**config.mk**
```make
export PLATFORM = sky130hd
export DESIGN_NAME = dmem_lsu
export DESIGN_NICKNAME = d
export VERILOG_FILES = /design/src/rtl/dmem_lsu.sv
export SDC_FILE = /design/constraint.sdc
export NUM_CORES = 1
export LEC_CHECK = 0
export CAP_MARGIN = 20
export CORE_UTILIZATION = 36
export DETAILED_ROUTE_END_ITERATION = 10
export MAX_ROUTING_LAYER = met4
export PLACE_DENSITY = 0.66
export RECOVER_POWER = 100
export SYNTH_ARGS = -nofsm -noshare
export SYNTH_HDL_FRONTEND = slang
export SYNTH_SLANG_ARGS = --single-unit
```
**constraint.sdc**
```tcl
create_clock -name clk -period 4.7 [get_ports clk]
set_input_delay 0.94 -clock clk [delete_from_list [all_inputs] [get_ports clk]]
set_output_delay 0.94 -clock clk [all_outputs]
set_load 0.02 [all_outputs]
```
**src/rtl/dmem_lsu.sv**
```systemverilog
// Load/store unit between the CPU datapath and a word-wide synchronous data RAM.
// Handles byte/half/word loads and stores, with sub-word stores done by read-modify-write.
//
// state | meaning
// ------+----------------------------------------------------------------
// IDLE  | waiting for req; latches the request and checks it for faults
// RD    | RAM read issued, ram_rdata not yet valid
// CAP   | ram_rdata valid; extract and extend the load lane into rdata
// MRG   | ram_rdata valid; merge the store lane and issue the RAM write
// WR    | RAM write commits on this cycle's closing edge
// ACK   | one-cycle completion pulse, then back to IDLE unconditionally

module dmem_lsu #(
   parameter logic [31:0] BASE_ADDR   = 32'h10010000,
   parameter int          DEPTH_WORDS = 1024
) (
   input  logic        clk,
   input  logic        rst_n,
   input  logic        req,
   input  logic        we,
   input  logic [1:0]  size,
   input  logic        sext,
   input  logic [31:0] addr,
   input  logic [31:0] wdata,
   output logic [31:0] rdata,
   output logic        ack,
   output logic        fault,
   output logic        stall,
   output logic        ram_rena,
   output logic        ram_wena,
   output logic [31:0] ram_addr,
   output logic [31:0] ram_wdata,
   input  logic [31:0] ram_rdata
);

   localparam logic [31:0] RANGE_BYTES = 32'(4 * DEPTH_WORDS);

   typedef enum logic [2:0] {
      S_IDLE,
      S_RD,
      S_CAP,
      S_MRG,
      S_WR,
      S_ACK
   } state_t;

   state_t      state_q, state_d;
   logic [31:0] rdata_d, ram_addr_d, ram_wdata_d;
   logic        ack_d, fault_d, ram_rena_d, ram_wena_d;
   logic        latch_en;

   logic        we_q, sext_q;
   logic [1:0]  size_q, lane_q;
   logic [15:0] wdata_q;

   logic [31:0] offset;
   logic        req_bad;
   logic [7:0]  byte_sel;
   logic [15:0] half_sel;
   logic [31:0] load_val;
   logic [31:0] merged;

   assign stall = req & ~ack;

   // Subtraction is unsigned, so addresses below the base wrap to a huge offset and fault.
   assign offset  = addr - BASE_ADDR;
   assign req_bad = (size == 2'b11)
                 || (size == 2'b01 && addr[0])
                 || (size == 2'b10 && addr[1:0] != 2'b00)
                 || (offset >= RANGE_BYTES);

   always_comb begin
      byte_sel = ram_rdata[{lane_q, 3'b000} +: 8];
      half_sel = lane_q[1] ? ram_rdata[31:16] : ram_rdata[15:0];
      case (size_q)
         2'b00:   load_val = {{24{sext_q & byte_sel[7]}}, byte_sel};
         2'b01:   load_val = {{16{sext_q & half_sel[15]}}, half_sel};
         default: load_val = ram_rdata;
      endcase
   end

   always_comb begin
      merged = ram_rdata;
      if (size_q == 2'b00)
         merged[{lane_q, 3'b000} +: 8] = wdata_q[7:0];
      else
         merged[{lane_q[1], 4'b0000} +: 16] = wdata_q;
   end

   always_comb begin
      state_d     = state_q;
      rdata_d     = rdata;
      ack_d       = 1'b0;
      fault_d     = fault;
      ram_rena_d  = 1'b0;
      ram_wena_d  = 1'b0;
      ram_addr_d  = ram_addr;
      ram_wdata_d = ram_wdata;
      latch_en    = 1'b0;
      case (state_q)
         S_IDLE: begin
            if (req) begin
               latch_en = 1'b1;
               rdata_d  = 32'h0;
               if (req_bad) begin
                  fault_d = 1'b1;
                  ack_d   = 1'b1;
                  state_d = S_ACK;
               end else begin
                  fault_d    = 1'b0;
                  ram_addr_d = {addr[31:2], 2'b00};
                  if (we && size == 2'b10) begin
                     ram_wena_d  = 1'b1;
                     ram_wdata_d = wdata;
                     state_d     = S_WR;
                  end else begin
                     ram_rena_d = 1'b1;
                     state_d    = S_RD;
                  end
               end
            end
         end
         S_RD:  state_d = we_q ? S_MRG : S_CAP;
         S_CAP: begin
            rdata_d = load_val;
            ack_d   = 1'b1;
            state_d = S_ACK;
         end
         S_MRG: begin
            ram_wdata_d = merged;
            ram_wena_d  = 1'b1;
            state_d     = S_WR;
         end
         S_WR: begin
            ack_d   = 1'b1;
            state_d = S_ACK;
         end
         S_ACK:   state_d = S_IDLE;
         default: state_d = S_IDLE;
      endcase
   end

   always_ff @(posedge clk or negedge rst_n) begin
      if (!rst_n) begin
         state_q   <= S_IDLE;
         rdata     <= 32'h0;
         ack       <= 1'b0;
         fault     <= 1'b0;
         ram_rena  <= 1'b0;
         ram_wena  <= 1'b0;
         ram_addr  <= 32'h0;
         ram_wdata <= 32'h0;
      end else begin
         state_q   <= state_d;
         rdata     <= rdata_d;
         ack       <= ack_d;
         fault     <= fault_d;
         ram_rena  <= ram_rena_d;
         ram_wena  <= ram_wena_d;
         ram_addr  <= ram_addr_d;
         ram_wdata <= ram_wdata_d;
      end
   end

   always_ff @(posedge clk or negedge rst_n) begin
      if (!rst_n) begin
         we_q    <= 1'b0;
         sext_q  <= 1'b0;
         size_q  <= 2'b00;
         lane_q  <= 2'b00;
         wdata_q <= 16'h0;
      end else if (latch_en) begin
         we_q    <= we;
         sext_q  <= sext;
         size_q  <= size;
         lane_q  <= addr[1:0];
         wdata_q <= wdata[15:0];
      end
   end

endmodule

```
# After elaboration in Yosys (flattened, before gate mapping)
# Cells that the tools add are included.
# word_totals
output_inout_bits	101
ff_bits	123
# classes
mux	29
n_shift	5
n_eq_ne	11
n_addsub	3
n_lt_le_gt_ge	1
bitwise	5
reduce_logical	16
# ops
cell	n
case mux 32 bit (2 select lines)	3
2-to-1 mux 32 bit	5
bitwise mux 32 bit	2
greater-or-equal comparator 32 x 13 -> 1 bit (second input constant)	1
variable shift 16 x 7 -> 32 bit (first input constant)	1
variable shift 8 x 7 -> 32 bit (first input constant)	1
variable part select 16 x 7 -> 32 bit	1
variable part select 32 x 6 -> 8 bit	1
variable part select 8 x 7 -> 32 bit	1
subtractor 32 x 29 -> 32 bit (second input constant)	1
2-to-1 mux 16 bit	1
negation 5 -> 7 bit	2
2-to-1 mux 1 bit	12
case mux 3 bit (4 select lines)	1
2-to-1 mux 3 bit	3
== test 3 x 2 -> 1 bit (second input constant)	2
inequality test 2 bit (second input constant)	3
nonzero test 2 bit	3
== test 2 x 1 -> 1 bit (second input constant)	2
== test 2 bit (second input constant)	2
case mux 1 bit (2 select lines)	2
AND reduction 2 bit	2
AND reduction 4 bit	1
AND 1 bit	3
other kinds (9)	14

# Longest topological paths before layout
# depth
depth_word	8
ltp_mapped	9
depth_no_buf	6

# Worst setup path after synthesis
# Ideal clock, no wire load.
# synth_path
path_type	input-to-reg
from	input port addr[27]
to	register ram_addr[10]
arrival_time_ns	2.661
path_buffers	1
path_stages	5
slack_ns	1.914
setup_time_ns	0.125
path_cell_list	or4_4 mux2_4 o2111ai_4 buf_6 mux2_2
# synth_between
elab_chain_len	5
# synth_rtl
element	line_no	source
from (decl)	23	input logic [31:0] addr,
subtractor 32 x 29 -> 32 bit	66	assign offset = addr - BASE_ADDR;
greater-or-equal comparator 32 x 13 -> 1 bit	70	|| (offset >= RANGE_BYTES);
logical OR 1 bit	70	
NOT 1 bit (no source line)	-	
AND reduction 3 bit (no source line)	-	
to (signal assigned)	160	ram_addr <= ram_addr_d;
to (decl)	31	output logic [31:0] ram_addr,
# Every way passes these cells.
# A chain may end at the register's enable or synchronous reset.

# Worst setup path in the final report
# layout_path
from	input port req
to	register rdata[23]
# layout_between
elab_chain_len	2
# layout_rtl
element	line_no	source
from (decl)	19	input logic req,
inequality test 2 bit (no source line)	-	
AND reduction 2 bit (no source line)	-	
to (signal assigned)	155	rdata <= rdata_d;
to (decl)	25	output logic [31:0] rdata,
# Every way passes these cells.

==> results.md <==
* Status: finished, final reports clean
* VDD IR-drop max at 0.3016 mV
* Share of cells above drive strength 1 at a little over a tenth
* Distinct cell type count after synthesis at 50
* Die area at 17260 um2
* Top cell type's share of synthesized area at around 51%
* Initial antenna violation count at 0
* CTS buffer count at 17
* First-pass DRT Iterations at 5
* Sequential area share after synthesis at 51.08%
* Setup Buffers After CTS at 0
* Setup-failing EPs final at 0
* Ys flop type: dfrtp_1
* Slew Viols, Final at 0
* Worst r2r path cells at 6
* Crit start category: input pin
* CTS root buf: clkbuf_16
* Hold Path Origin: ram_addr[16]
* Largest net degree at the start of global routing at 52
* Most Crowded Layer GR: met2
* Port buffer count at 201
* Min cycle time layout at 3.694 ns
* R2r setup slk at 1.44 ns
* TritonCTS Sinks at approximately 120
* Met1 Usage GRT at a little under a third
* Worst-Margin Slew at 1.471 ns
* Ys Warns at 0
* Final net count at about 900
* CTS clock-pin slew for the worst setup and hold paths at 0.05 ns
* Pwr Total at 5.164 mW
* Leakage power at 3.726 nW
* Worst Path Class, Setup: input pin to flop
* Drt drc at 0
* Via density per instance at around 5.7
* Mapped Area at 6026 um2
* WP data arrival at 3.99 ns
* Setup Skew at roughly 0.0065 ns
* Most frequent cells after synthesis: dfrtp_1, o21ai_0, nand2_1
* Die Ht at 131.4 um
* Total gr overflow at 0
* Post-synth EDFFs at 0
* IO Pins at 204
* HPWL Detailed at 14590 um
* HP Class: flop to flop
* Total number of vias at 5707
* Biggest area consumer among synthesized cells: dfrtp_1
* Crit. End Element: flop
* TNS Setup at 0 ns
* Drt total wl at 19660 um
* CP Data Required Time at ~5 ns
* Met2 Track Usage GR at ~37%
* Ys async rst share at 100.0%
* First-pass GRT wire length at 31110 um
* H-tree depth at 4
* First DRT Iteration DRCs at 468
* Row count at 46
* Hold Path End: ram_addr[16]
* Post-route ant nets at 0
* Clk Latency, worst-skew pair at 0.42 ns
* Critical path fanouts, max at 32
* Worst-case clock buffer depth at 2
* Vias in the first global route at 5549
* Pwr/cell area at 586.6 nW/um2
* Layout area overhead at 46.12%
* Avg Synthesized Cell Area at ~10 um2
* RR Endpoint: rdata[23]
* Worst setup startpoint: req
* Die width at 131.4 um
* Hold Violations, Final at 0
* Crit share post-route at 78.59%
* GR Util met3 at 6.443%
* Diode count at 0
* Count leader, synth: dfrtp_1
* Largest cells by area after synthesis: dfrtp_1, mux2_2, o21ai_0
* Starting density of the core at 37.39%
* Core area at 16120 um2
* Syn Inst Count at 585
* Hold path depth at 1
* R2R Path Start: state_q[0]
* Max cap viols at 0
* Slew HR at 1.903%
* CTS tree: yes
* Synthesis-stage register bit count at about 120
* Unrepaired setup endpoints after global routing: no
* Wire per inst at between 15 and 20 um
* GRT Resource Usage Total at between 20% and 30%
* Number of hold buffers added after CTS at 0
* Fmax achieved at 0.2707 GHz
* Placer Congestion at 0.8985
* Post-cts resize count at 0
==> sequential cells by signal (all words and copies together) (netlist names), 2 cells and up <==
signal	count
ram_wdata	32
rdata	32
ram_addr	30
lane_q	2
state_q	3
wdata_q	16
size_q	2
==> cell type report <==
class | count | area [um2]
Multi-Input combinational cell | 409 | 2691
Tap cell | 216 | 270.3
Timing Repair Buffer | 212 | 2092
Fill cell | 1395 | 7311
Clock buffer | 18 | 429.2
Clock inverter | 14 | 225.2
Inverter | 5 | 18.77
Sequential cell | 123 | 3078
==> metrics by stage <==
stage	worst slack [ns]	cells	instance area, um2	utilization (%)	hold WS, ns
after global routing	0.7959	997	8805	54.64	0.4832
final	1.006	997	8805	54.64	0.4576
after CTS	1.420	996	8836	54.83	0.4201
after detailed placement	0.9941	964	8182	50.77	0.4561
after floorplan	1.914	586	6030	-	0.4814
after global placement	1.071	963	8154	50.60	0.4541
==> worst max path at each step <==
| stage | end | slack (ns) |
|---|---|---|
| after global routing | rdata[23] | 0.80 |
| after floorplan | ram_addr[10] | 1.91 |
| after global placement | ram_addr[10] | 1.07 |
| final | rdata[23] | 1.01 |
| after detailed placement | ram_wdata[12] | 0.99 |
| after CTS | ram_wdata[12] | 1.42 |
==> worst max-delay path, cell delays in order <==
cell	delay, ns
dlygate4sd3_1	0.59
and3_1	0.28
clkbuf_1	1.10
nor2_2	0.06
clkbuf_1	0.56
a22o_1	0.43
==> metal layers <==
| metal | vias to the layer above | routed length, um |
|---|---|---|
| li1 | 2560 | - |
| met1 | 2841 | 8273 |
| met2 | 282 | 9300 |
| met3 | 24 | 1783 |
| met4 | 0 | 303 |
| met5 | - | 0 |
==> cell usage in the layout (no fill, tap or decap), types with 4 or more instances in the layout <==
| master | count |
|---|---|
| o21ai_0 | 90 |
| mux2_2 | 37 |
| clkdlybuf4s50_1 | 99 |
| bufinv_16 | 6 |
| nor2_1 | 11 |
| and2_1 | 10 |
| inv_1 | 5 |
| dfrtp_1 | 123 |
| nor3b_1 | 6 |
| buf_4 | 4 |
| nor2b_1 | 10 |
| a31oi_1 | 34 |
| o21ai_1 | 11 |
| clkbuf_1 | 5 |
| a221oi_1 | 16 |
| nand2_1 | 38 |
| a221o_1 | 16 |
| nand3_1 | 33 |
| dlygate4sd3_1 | 101 |
| a21oi_1 | 33 |
| and2_0 | 9 |
| clkbuf_16 | 17 |
| clkinv_2 | 6 |
| ha_1 | 5 |
| a2bb2oi_1 | 7 |
==> logic make-up after synthesis <==
logic type,synth area share [%]
adders and majority gates,1.038
buffers and inverters,4.132
DFF,51.08
other,0.06223
muxes,8.264
and+or+nand+nor,12.40
AOI/OAI and AO/OA,23.03
==> power by group <==
part	switching [mW]	internal (mW)
Sequential	0.321	1.39
Combinational	1.15	0.849
Clock	0.466	0.986
(Power assumes the default switching activity.)
